$ cat src/rtl/axi_lite_regfile_sub.sv
// -----------------------------------------------------------------------------
// axi_lite_regfile_sub
//
// AXI4-Lite subordinate holding NUM_REGS word-wide registers. It sits on the
// master side of an AXI-Lite interconnect or width converter and exposes the
// register contents and per-register write pulses to local hardware.
//
// Ports:
//   clk_i, rst_i            clock (rising edge), asynchronous active-high reset
//   aw_* / w_* / b_*        write address, write data, write response channels
//   ar_* / r_*              read address and read data channels
//   reg_q_o                 register contents, register i at [i*DW +: DW]
//   reg_wr_o                one-cycle pulse per register written by the bus,
//                           aligned with the cycle the new value appears
//
// Responses are OKAY (2'b00) or SLVERR (2'b10). Out-of-range writes and writes
// to read-only registers change nothing and answer SLVERR; out-of-range reads
// return zero with SLVERR. Readies depend on internal state only.
// -----------------------------------------------------------------------------
module axi_lite_regfile_sub #(
    parameter int unsigned                AXI_ADDR_WIDTH = 32'd8,
    parameter int unsigned                AXI_DATA_WIDTH = 32'd32,
    parameter int unsigned                NUM_REGS       = 32'd8,
    parameter logic [NUM_REGS-1:0]        RO_MASK        = '0,
    parameter logic [AXI_DATA_WIDTH-1:0]  RESET_VALUE    = '0
) (
    input  logic                                 clk_i,
    input  logic                                 rst_i,
    input  logic [AXI_ADDR_WIDTH-1:0]            aw_addr_i,
    input  logic [2:0]                           aw_prot_i,
    input  logic                                 aw_valid_i,
    output logic                                 aw_ready_o,
    input  logic [AXI_DATA_WIDTH-1:0]            w_data_i,
    input  logic [AXI_DATA_WIDTH/32'd8-1:0]      w_strb_i,
    input  logic                                 w_valid_i,
    output logic                                 w_ready_o,
    output logic [1:0]                           b_resp_o,
    output logic                                 b_valid_o,
    input  logic                                 b_ready_i,
    input  logic [AXI_ADDR_WIDTH-1:0]            ar_addr_i,
    input  logic [2:0]                           ar_prot_i,
    input  logic                                 ar_valid_i,
    output logic                                 ar_ready_o,
    output logic [AXI_DATA_WIDTH-1:0]            r_data_o,
    output logic [1:0]                           r_resp_o,
    output logic                                 r_valid_o,
    input  logic                                 r_ready_i,
    output logic [NUM_REGS*AXI_DATA_WIDTH-1:0]   reg_q_o,
    output logic [NUM_REGS-1:0]                  reg_wr_o
);

    localparam int unsigned STRB = AXI_DATA_WIDTH / 32'd8;
    localparam int unsigned OFFS = $clog2(STRB);
    localparam int unsigned IDXW = AXI_ADDR_WIDTH - OFFS;
    localparam logic [1:0]  RESP_OKAY   = 2'b00;
    localparam logic [1:0]  RESP_SLVERR = 2'b10;

    // Register state
    logic [NUM_REGS-1:0][AXI_DATA_WIDTH-1:0] regs_r;
    logic [NUM_REGS-1:0]                     reg_wr_r;
    logic [IDXW-1:0]                         aw_idx_r;
    logic                                    aw_held_r;
    logic [AXI_DATA_WIDTH-1:0]               w_data_r;
    logic [STRB-1:0]                         w_strb_r;
    logic                                    w_held_r;
    logic                                    b_valid_r;
    logic [1:0]                              b_resp_r;
    logic                                    r_valid_r;
    logic [AXI_DATA_WIDTH-1:0]               r_data_r;
    logic [1:0]                              r_resp_r;

    // Combinational helpers
    logic                                    aw_ready_s;
    logic                                    w_ready_s;
    logic                                    ar_ready_s;
    logic                                    aw_hs_s;
    logic                                    w_hs_s;
    logic                                    ar_hs_s;
    logic                                    commit_s;
    logic [IDXW-1:0]                         wr_idx_s;
    logic [AXI_DATA_WIDTH-1:0]               wr_data_s;
    logic [STRB-1:0]                         wr_strb_s;
    logic [NUM_REGS-1:0]                     wr_hit_s;
    logic                                    wr_ok_s;
    logic [IDXW-1:0]                         rd_idx_s;
    logic [AXI_DATA_WIDTH-1:0]               rd_data_s;
    logic                                    rd_hit_s;
    logic                                    unused_s;

    // Protection bits and byte-offset address bits carry no meaning here.
    assign unused_s = ^{aw_prot_i, ar_prot_i, aw_addr_i, ar_addr_i};

    // A channel stays blocked once its beat is held, and both write channels
    // stay blocked while a write response is outstanding.
    assign aw_ready_s = !aw_held_r && !b_valid_r;
    assign w_ready_s  = !w_held_r && !b_valid_r;
    assign ar_ready_s = !r_valid_r;

    assign aw_hs_s  = aw_valid_i && aw_ready_s;
    assign w_hs_s   = w_valid_i && w_ready_s;
    assign ar_hs_s  = ar_valid_i && ar_ready_s;

    // Commit as soon as both halves are present, whether held or arriving now.
    assign commit_s = (aw_held_r || aw_hs_s) && (w_held_r || w_hs_s);

    assign wr_idx_s  = aw_held_r ? aw_idx_r : aw_addr_i[AXI_ADDR_WIDTH-1:OFFS];
    assign wr_data_s = w_held_r ? w_data_r : w_data_i;
    assign wr_strb_s = w_held_r ? w_strb_r : w_strb_i;
    assign rd_idx_s  = ar_addr_i[AXI_ADDR_WIDTH-1:OFFS];

    // Address decode: one-hot write target (empty when out of range) and the
    // read mux, which yields zero for an out-of-range index.
    always_comb begin
        wr_hit_s  = '0;
        rd_data_s = '0;
        rd_hit_s  = 1'b0;
        for (int i = 0; i < NUM_REGS; i++) begin
            wr_hit_s[i] = (wr_idx_s == IDXW'(i));
            rd_data_s   = rd_data_s | ((rd_idx_s == IDXW'(i)) ? regs_r[i] : '0);
            rd_hit_s    = rd_hit_s | (rd_idx_s == IDXW'(i));
        end
        wr_ok_s = |(wr_hit_s & ~RO_MASK);
    end

    // Write channel capture, commit, register update and B response.
    always_ff @(posedge clk_i or posedge rst_i) begin
        if (rst_i) begin
            regs_r    <= {NUM_REGS{RESET_VALUE}};
            reg_wr_r  <= '0;
            aw_idx_r  <= '0;
            aw_held_r <= 1'b0;
            w_data_r  <= '0;
            w_strb_r  <= '0;
            w_held_r  <= 1'b0;
            b_valid_r <= 1'b0;
            b_resp_r  <= RESP_OKAY;
        end else begin
            reg_wr_r <= (commit_s && wr_ok_s) ? wr_hit_s : '0;
            if (commit_s) begin
                for (int i = 0; i < NUM_REGS; i++) begin
                    for (int b = 0; b < STRB; b++) begin
                        if (wr_ok_s && wr_hit_s[i] && wr_strb_s[b]) begin
                            regs_r[i][b*8 +: 8] <= wr_data_s[b*8 +: 8];
                        end
                    end
                end
                aw_held_r <= 1'b0;
                w_held_r  <= 1'b0;
                b_valid_r <= 1'b1;
                b_resp_r  <= wr_ok_s ? RESP_OKAY : RESP_SLVERR;
            end else begin
                if (aw_hs_s) begin
                    aw_idx_r  <= aw_addr_i[AXI_ADDR_WIDTH-1:OFFS];
                    aw_held_r <= 1'b1;
                end
                if (w_hs_s) begin
                    w_data_r <= w_data_i;
                    w_strb_r <= w_strb_i;
                    w_held_r <= 1'b1;
                end
                if (b_valid_r && b_ready_i) begin
                    b_valid_r <= 1'b0;
                end
            end
        end
    end

    // Read channel: sample the register bank on AR handshake, which returns
    // the pre-write value when a write commits to the same register at the
    // same edge.
    always_ff @(posedge clk_i or posedge rst_i) begin
        if (rst_i) begin
            r_valid_r <= 1'b0;
            r_data_r  <= '0;
            r_resp_r  <= RESP_OKAY;
        end else begin
            if (ar_hs_s) begin
                r_valid_r <= 1'b1;
                r_data_r  <= rd_data_s;
                r_resp_r  <= rd_hit_s ? RESP_OKAY : RESP_SLVERR;
            end else if (r_valid_r && r_ready_i) begin
                r_valid_r <= 1'b0;
            end
        end
    end

    assign aw_ready_o = aw_ready_s;
    assign w_ready_o  = w_ready_s;
    assign ar_ready_o = ar_ready_s;
    assign b_valid_o  = b_valid_r;
    assign b_resp_o   = b_resp_r;
    assign r_valid_o  = r_valid_r;
    assign r_data_o   = r_data_r;
    assign r_resp_o   = r_resp_r;
    assign reg_q_o    = regs_r;
    assign reg_wr_o   = reg_wr_r;

endmodule

$ cat config.mk
export PLATFORM = sky130hd
export DESIGN_NAME = axi_lite_regfile_sub
export DESIGN_NICKNAME = d
export VERILOG_FILES = /design/src/rtl/axi_lite_regfile_sub.sv
export SDC_FILE = /design/constraint.sdc
export NUM_CORES = 1
export LEC_CHECK = 0
export CAP_MARGIN = 15
export CORE_MARGIN = 2
export CORE_UTILIZATION = 45
export CTS_BUF_LIST = sky130_fd_sc_hd__clkbuf_8
export DETAILED_ROUTE_END_ITERATION = 10
export GPL_ROUTABILITY_DRIVEN = 0
export HOLD_SLACK_MARGIN = 0.15
export PLACE_DENSITY = 0.74
export SLEW_MARGIN = 10
export SYNTH_ARGS = -nofsm -noshare
export SYNTH_HDL_FRONTEND = slang
export SYNTH_SLANG_ARGS = --single-unit
$ cat constraint.sdc
create_clock -name clk_i -period 15.4 [get_ports clk_i]
set_clock_uncertainty 0.2 [all_clocks]
set_input_delay 3.08 -clock clk_i [delete_from_list [all_inputs] [get_ports clk_i]]
set_output_delay 3.08 -clock clk_i [all_outputs]
set_load 0.05 [all_outputs]
Word-level counts from Yosys, hierarchy flattened

Index checks and enable logic that the tools add are counted.

Register bits after elaboration: 346
Bits of input ports: 65
Output and inout bits: 305
Logic and storage cells: 190

Equality and inequality tests: 14
Multiplexer cells: 22
Bitwise logic cells: 15
Reductions and logical operators: 96

Operator list:

| kind               | number |
|---|---|
| $mux 32            | 9 |
| $or 32x32->32      | 7 |
| $reduce_and 2->1   | 34 |
| $logic_and 1x1->1  | 49 |
| $eq 6x3->1 const B | 8 |
| $eq 6x2->1 const B | 4 |
| $eq 6x1->1 const B | 2 |
| $logic_not 6->1    | 2 |
| $mux 1             | 8 |
| $mux 8             | 1 |
| $reduce_bool 2->1  | 4 |
| $reduce_or 8->1    | 1 |
| $or 1x1->1         | 7 |
| $mux 6             | 1 |
| $logic_not 1->1    | 4 |
| $mux 2             | 2 |
| $mux 4             | 1 |
| $logic_or 1x1->1   | 2 |
| $not 1->1          | 1 |

Logic depth before layout (Yosys ltp)

Gate-level depths: netlist of run 1.

Depth after elaboration: 9
Mapped depth: 8
Gate-level depth less buffers: 5

Least setup slack after synthesis of run 1

No wires, ideal clock.

Path kind: input to register
From: input port aw_addr_i[5]
To: register regs_r, in the netlist reg_q_o[239]
Library setup time: 0.128 ns
Arrival time: 4.777 ns
Required time: 15.072 ns
Slack: 10.295 ns
Stages on the path: 5
Path buffers: 0
Cells stage by stage: or3b_1 > a222oi_1 > and2_2 > nand2_2 > mux2_1

Word-level cells in the longest chain between the ends: 6
Elaborated cells on any way between the ends: 13
Classes of those cells: eq/ne: 7; mux: 1; reduce/logical: 5

Ends and longest elaborated chain:

| item                                     | line | text |
|---|---|---|
| start: declaration                       | 29   | `input logic [AXI_ADDR_WIDTH-1:0] aw_addr_i,` |
| $mux 6 *                                 | 106  | `assign wr_idx_s = aw_held_r ? aw_idx_r : aw_addr_i[AXI_ADDR_WIDTH-1:OFFS];` |
| $eq 6x1->1, or another cell as far along | 118  | `wr_hit_s[i] = (wr_idx_s == IDXW'(i));` |
| $reduce_or 8->1                          | 122  | `wr_ok_s = \|(wr_hit_s & ~RO_MASK);` |
| $logic_and 1x1->1 * (2 in a row)         | 142  | `if (wr_ok_s && wr_hit_s[i] && wr_strb_s[b]) begin` |
| $reduce_and 2->1 (no source line) *      | n/a  |  |
| end signal: assignment                   | 128  | `regs_r <= {NUM_REGS{RESET_VALUE}};` |
| end signal: indexed assignment           | 143  | `regs_r[i][b*8 +: 8] <= wr_data_s[b*8 +: 8];` |
| end: declaration                         | 59   | `logic [NUM_REGS-1:0][AXI_DATA_WIDTH-1:0] regs_r;` |

Every way passes the cells marked *; elsewhere a longest branch is shown, timed or not.
A chain may end at the register's enable or synchronous reset.

Final worst setup path of run 1

From: input port aw_addr_i[6]
To: register regs_r, in the netlist reg_q_o[127]

The elaborated chain is that of the path after synthesis.

==> run_results.csv, run 1 <==
group,metric,value,unit
worst_setup_path,critPathKind,"in2reg",
route,post_drt_wl_per_cell,24.5,um
logic_synthesis,synth_seq_cells,344,
timing,setup_viol,0,
global_route,grt_pass1_vias,11200,
global_route,grt_overflow,0,
worst_setup_path,start_kind,"input pin",
clocking,clock_sinks,344,
logic_synthesis,synthAdderAreaFrac,0,%
logic_synthesis,async_flop_share,100,%
logic_synthesis,synthXorXnorAreaFrac,0,%
die,rows,67,
placement,port-buffer-count,357,
route,routed_wl,46.8,mm
timing,setup_tns,0,ns
die,start_util,45.8,%
timing,hold_viol_final,0,
worst_setup_path,crit_end,"reg_q_o[127]$_DFFE_PP0P_",
timing,maxClockFrequency,0.172,GHz
clocking,htree_levels,2,
logic_synthesis,synth_top_area_share,56.1,%
route,drt_iter0_drc,458,
clocking,cts_hold_buf,0,
logic_synthesis,ys_types,44,
placement,dp_hpwl,31.1,mm
route,drc,0,
worst_setup_path,crit_path_end_kind,"flip-flop",
logic_synthesis,synth-edff-count,0,
power_and_ir_drop,power.share.clock,19.8,%
logic_synthesis,synth_top_family_by_area,"multiplexers",
route,ant_nets,0,
logic_synthesis,yosysTopAreaCell,"dfrtp_1",
global_route,grt_start_max_net_pins,122,
logic_synthesis,synthTopCellsByCount,"dfrtp_1, mux2_2, mux4_2",
finish,nNetsFinal,1486,
worst_setup_path,r2r-start,"aw_held_r$_DFFE_PP0P_",
route,viasPerCell,5.59,
power_and_ir_drop,power_density,200,mW/mm^2
worst_setup_path,worstSetupStartpoint,"aw_addr_i[6]",
global_route,grt_pass1_wl,70.1,mm
global_route,antenna_found_initial,2,
clocking,worstSkewPairLatency,0.59,ns
outcome,status,"finished clean",
logic_synthesis,synth.avg_cell_area,14.8,sq um
timing,maxSlewHeadroom,21.2,%
logic_synthesis,netlist_area,0.0154,sq mm
logic_synthesis,synthMuxAreaShare,34.5,%
timing,fin_crit_sh,37.7,%
finish,ff_latch_area,0.00861,sq mm
power_and_ir_drop,ir_drop,0.130,mV
timing,tightestPinTransition,1.18,ns
finish,finalNonFillerCells,1912,
worst_setup_path,reg2reg_to,"reg_q_o[127]$_DFFE_PP0P_",
worst_setup_path,required,15.66,ns
worst_setup_path,ff2ff_path_depth,5,
power_and_ir_drop,p_leak,9.25,nW
logic_synthesis,yosys_warnings,0,
logic_synthesis,ys_seq_area_share,56.1,%
worst_setup_path,cp_max_fo,8,
logic_synthesis,synth-compound-area-share,2.41,%
die,die_y,189,um
power_and_ir_drop,p_comb_share,46.5,%
timing,maxSlewViolCount,0,
power_and_ir_drop,p_seq_share,33.6,%
logic_synthesis,synthTopCellsByArea,"dfrtp_1, mux2_2, mux4_2",
die,die_w,189,um
min_path,hold_class,"reg2reg",
power_and_ir_drop,switchingPower,1.78,mW
finish,multi_input_area,0.00656,sq mm
timing,holdWs,0.276,ns
finish,syn_to_final_growth,34.3,%
timing,rsz0062_at_grt,"false",
timing,fin_crit,5.80,ns
clocking,post_cts_buffers,0,
clocking,path_clk_slew,0.06,ns
clocking,cts-root-buf,"clkbuf_8",
finish,drive_above_1_share,34.7,%
placement,dp.cells,1809,
finish,n_fill_cell,2706,
logic_synthesis,dominantRegCellSynth,"dfrtp_1",
global_route,gr-usage-all-layers,26.1,%
die,die-area,0.0356,sq mm
die,pin_count,370,
job,drv_cap,0,
clocking,cts_buffers,57,
die,core,0.0335,sq mm
clocking,clk_path_buf_depth,3,
logic_synthesis,syn_inst,1036,
logic_synthesis,synth.most_common_cell,"dfrtp_1",
worst_setup_path,crit_arrival,6.06,ns
worst_setup_path,rrSetupSlack,11.71,ns
route,first_pass_iters,4,
route,num_vias,10700,
logic_synthesis,yosys.area_share.simple,5.64,%
power_and_ir_drop,switching_share,43.0,%
clocking,cts_tree,"built",
clocking,post_cts_resized,0,
power_and_ir_drop,intPower,2.36,mW
metrics by stage:
stage               util (%)  area, sq um  total power, mW  setup slack [ns]
detailed placement      57.9        19400             3.33              9.10
global route            61.5        20600             4.31              9.54
global placement        57.9        19400             3.29              9.14
CTS                     61.4        20600             4.16              9.72
finish                  61.5        20600             4.13              9.60
floorplan                  -        15400             2.64              2.58
worst min-delay path by stage:
stage,from,depth (start not counted),end
5_1_grt,r_data_o[26]$_DFFE_PP0P_,2,r_data_o[26]$_DFFE_PP0P_
2_1_floorplan,aw_idx_r[4]$_DFFE_PP0P_,1,aw_idx_r[4]$_DFFE_PP0P_
3_5_place_dp,r_data_o[0]$_DFFE_PP0P_,2,r_data_o[0]$_DFFE_PP0P_
6_report,r_data_o[0]$_DFFE_PP0P_,2,r_data_o[0]$_DFFE_PP0P_
4_1_cts,r_data_o[0]$_DFFE_PP0P_,2,r_data_o[0]$_DFFE_PP0P_
3_3_place_gp,r_data_o[5]$_DFFE_PP0P_,2,r_data_o[5]$_DFFE_PP0P_
worst max-delay path, stage by stage:
cell and delay, ns:
clkdlybuf4s50_1 0.42, or3_1 0.40, a222oi_1 0.86, and2_1 0.34
nand2_1 0.45, mux2_1 0.49
area by class of cell:
| type | count | share of cell area, % |
|---|---|---|
| inverter | 7 | 0.164 |
| tap | 448 | 2.72 |
| clock inverter | 22 | 0.546 |
| antenna | 2 | 0.0243 |
| sequential | 344 | 41.7 |
| multi-input combinational | 642 | 31.8 |
| timing repair buffer | 369 | 17.8 |
| clock buffer | 78 | 5.21 |
metal layers:
| layer | up-vias | GRT usage (%) | share of wire [%] |
|---|---|---|---|
| met4 | 0 | 8.26 | 3.1 |
| li1 | 4627 | - | - |
| met5 | - | 0 | 0 |
| met3 | 93 | 7.19 | 7.8 |
| met1 | 5591 | 34.1 | 41 |
| met2 | 378 | 42.5 | 48 |
cell usage in the layout (no fill, tap or decap), drive strengths merged, types with 3 or more instances in the layout:
master         Yosys  routed
clkdlybuf4s50      0     354
dfrtp            344     344
mux2             332     332
clkbuf            26      78
mux4              56      56
nand2             50      50
nor2              40      40
mux2i             30      30
inv                7      25
nand3             22      22
o21ai             18      18
nand3b            15      15
a31oi             15      15
buf               18      15
nor3               8       8
a21oi              7       7
nor2b              6       6
o22ai              4       4
nand2b             4       4
a211o              4       4
and2               4       4
and2b              3       3
clkinv             0       3
nor3b              3       3
cells by family (layout without fill, tap and decap cells):
group,Yosys count,in the layout
buffers and inverters,51,476
muxes,418,418
DFF,344,344
and+or+nand+nor,163,163
other,1,4
AOI/OAI and AO/OA,59,59
state kept, by name, indices dropped and copies added, names as in the netlist, 4 cells and up:
register  count
reg_q_o     256
r_data_o     32
w_data_r     32
reg_wr_o      8
aw_idx_r      6
w_strb_r      4
power by group through the flow:
stage / combinational (mW) / clock (mW) / sequential, mW
4_1_cts: 1.93 / 0.841 / 1.39
2_1_floorplan: 0.551 / 0 / 2.09
5_1_grt: 2.00 / 0.883 / 1.42
3_3_place_gp: 1.91 / 0 / 1.38
6_report: 1.92 / 0.820 / 1.39
3_5_place_dp: 1.93 / 0 / 1.40
No activity file was read; power rests on OpenSTA's default activity.
==> inputs of run 2 (changes only) <==
--- a/config.mk
+++ b/config.mk
@@ -12,7 +12,7 @@
 export DETAILED_ROUTE_END_ITERATION = 10
 export GPL_ROUTABILITY_DRIVEN = 0
 export HOLD_SLACK_MARGIN = 0.15
-export PLACE_DENSITY = 0.74
+export PLACE_DENSITY = 0.76
 export SLEW_MARGIN = 10
 export SYNTH_ARGS = -nofsm -noshare
 export SYNTH_HDL_FRONTEND = slang
==> constraint.sdc (replaced) <==
create_clock -name clk_i -period 4.85 [get_ports clk_i]
set_clock_uncertainty 0.2 [all_clocks]
set_input_delay 0.97 -clock clk_i [delete_from_list [all_inputs] [get_ports clk_i]]
set_output_delay 0.97 -clock clk_i [all_outputs]
set_load 0.05 [all_outputs]
==> run 2 against run 1 <==
Effect of this change:
- register-to-register slack got worse by 10 ns
- combinational power rose to 3.2 times the previous value
- hold slack improved by 0.0029 ns
- total power rose to 3.2 times the previous value
- flip-flop and latch count did not move
- final cell count rose by 0.21%
- critical path type unchanged
- critical endpoint is now reg_q_o[63]$_DFFE_PP0P_
- largest cell class unchanged
==> run_results.csv, run 2 (same netlist as run 1, synthesis figures left out) <==
group,metric,value,unit
timing,fin_crit_sh,71.3,%
route,viasPerCell,5.60,
worst_setup_path,cp_slowest_cell,"nor4_1",
global_route,antenna_found_initial,3,
route,wirelength_met1,19.0,mm
power_and_ir_drop,power.share.clock,19.3,%
placement,preCtsSetupSlack,0.752,ns
power_and_ir_drop,p_total,13.1,mW
route,routed_wl,46.5,mm
route,drt_iter0_drc,561,
timing,hold_viol_final,0,
worst_setup_path,rrSetupSlack,1.40,ns
worst_setup_path,start_kind,"input pin",
die,pin_count,370,
route,first_pass_iters,5,
clocking,post_cts_buffers,0,
die,die_y,189,um
timing,maxSlewViolCount,0,
global_route,gr-usage-all-layers,26.0,%
route,post_drt_wl_per_cell,24.3,um
global_route,grt_pass1_vias,11200,
route,top_layer,"met4",
power_and_ir_drop,switchingPower,5.66,mW
die,core,0.0335,sq mm
worst_setup_path,max_stage_delay,0.90,ns
route,dr_wl_met3,3.55,mm
timing,setup_tns,0,ns
worst_setup_path,required,5.10,ns
finish,multi_input_area,0.00656,sq mm
finish,drive_above_1_share,35.0,%
worst_setup_path,worstSetupStartpoint,"aw_addr_i[4]",
clocking,cts_hold_buf,0,
power_and_ir_drop,p_leak,9.25,nW
clocking,post_cts_resized,0,
timing,maxClockFrequency,0.289,GHz
finish,nNetsFinal,1490,
finish,largest_register_ffs,256,
worst_setup_path,reg2reg_to,"reg_q_o[63]$_DFFE_PP0P_",
die,start_util,45.8,%
finish,final_cell_mix,"clkdlybuf4s50_1, dfrtp_1, mux2_2",
clocking,clk_path_buf_depth,3,
timing,setup_viol,0,
global_route,grt_start_max_net_pins,115,
clocking,clock_sinks,344,
min_path,hold_class,"reg2reg",
worst_setup_path,crit_end,"reg_q_o[63]$_DFFE_PP0P_",
clocking,htree_levels,2,
outcome,status,"finished clean",
power_and_ir_drop,power_density,633,mW/mm^2
power_and_ir_drop,p_seq_share,34.2,%
clocking,worstSkewPairLatency,0.60,ns
timing,fin_crit,3.46,ns
clocking,cts_buffers,57,
worst_setup_path,crit_arrival,3.71,ns
route,drc,0,
timing,tightestPinTransition,1.09,ns
power_and_ir_drop,switching_share,43.3,%
worst_setup_path,ff2ff_path_depth,4,
global_route,grt_overflow,0,
job,drv_cap,0,
timing,layout_setup_ws,1.39,ns
placement,dp_hpwl,32.0,mm
power_and_ir_drop,intPower,7.40,mW
worst_setup_path,crit_path_end_kind,"flip-flop",
clocking,path_clk_slew,0.05,ns
worst_setup_path,path_cells,"clkdlybuf4s50_1, nor3_1, a21oi_1, nor4_1, nand2_1, mux2_2",
clocking,cts-root-buf,"clkbuf_8",
global_route,grt_pass1_wl,70.0,mm
finish,ff_latch_area,0.00861,sq mm
finish,n_fill_cell,2580,
finish,syn_to_final_growth,34.4,%
route,num_vias,10700,
route,met2_length,22.7,mm
worst_setup_path,critPathKind,"in2reg",
finish,final_common_cell,"clkdlybuf4s50_1",
die,die_w,189,um
worst_setup_path,cp_max_fo,8,
die,rows,67,
worst_setup_path,r2r-start,"aw_held_r$_DFFE_PP0P_",
clocking,cts_tree,"built",
placement,port-buffer-count,357,
route,ant_nets,0,
power_and_ir_drop,ir_drop,0.362,mV
timing,maxSlewHeadroom,26.8,%
power_and_ir_drop,p_comb_share,46.5,%
die,die-area,0.0356,sq mm
timing,rsz0062_at_grt,"false",
[run 2: worst min-delay path by stage]
stage	start	endpoint	slack (ns)	depth (start not counted)
after floorplan	aw_idx_r[4]$_DFFE_PP0P_	aw_idx_r[4]$_DFFE_PP0P_	0.27	1
after global placement	r_data_o[5]$_DFFE_PP0P_	r_data_o[5]$_DFFE_PP0P_	0.26	2
after detailed placement	r_data_o[0]$_DFFE_PP0P_	r_data_o[0]$_DFFE_PP0P_	0.27	2
after CTS	r_data_o[0]$_DFFE_PP0P_	r_data_o[0]$_DFFE_PP0P_	0.29	2
after global routing	r_data_o[26]$_DFFE_PP0P_	r_data_o[26]$_DFFE_PP0P_	0.30	2
final	r_data_o[0]$_DFFE_PP0P_	r_data_o[0]$_DFFE_PP0P_	0.28	2
[run 2: final cells by class]
type                       count  share of cell area, %
sequential                   344                   41.7
multi-input combinational    642                   31.8
timing repair buffer         373                   18.1
clock buffer                  76                   5.07
tap                          448                   2.72
clock inverter                22                  0.437
inverter                       7                  0.146
antenna                        4                 0.0485
[run 2: layer usage]
layer,vias up,GRT usage [%]
li1,4640,-
met1,5663,33.3
met2,358,43.2
met3,78,7.36
met4,0,7.87
met5,-,0
[run 2: worst max-delay path, delay by kind of cell]
family / cells / cell delay, ns
AND/OR/NAND/NOR: 3 / 1.67
buffers and inverters: 1 / 0.46
AO/OA/AOI/OAI: 1 / 0.19
multiplexers: 1 / 0.42
[run 2: power by group through the flow]
stage	sequential [mW]	combinational, mW	clock, mW
after floorplan	6.65	1.75	0
after global placement	4.45	6.01	0
after detailed placement	4.50	6.08	0
after CTS	4.46	6.10	2.57
after global routing	4.58	6.31	2.70
final	4.47	6.07	2.52
[run 2: stage by stage]
stage | utilization, % | hold WS, ns | cell area, sq um | instances
CTS | 61.5 | 0.285 | 20600 | 1912
global route | 61.5 | 0.303 | 20600 | 1915
global placement | 58.1 | 0.263 | 19500 | 1814
detailed placement | 58.1 | 0.273 | 19500 | 1814
floorplan | - | 0.273 | 15400 | 1037
finish | 61.5 | 0.279 | 20600 | 1916
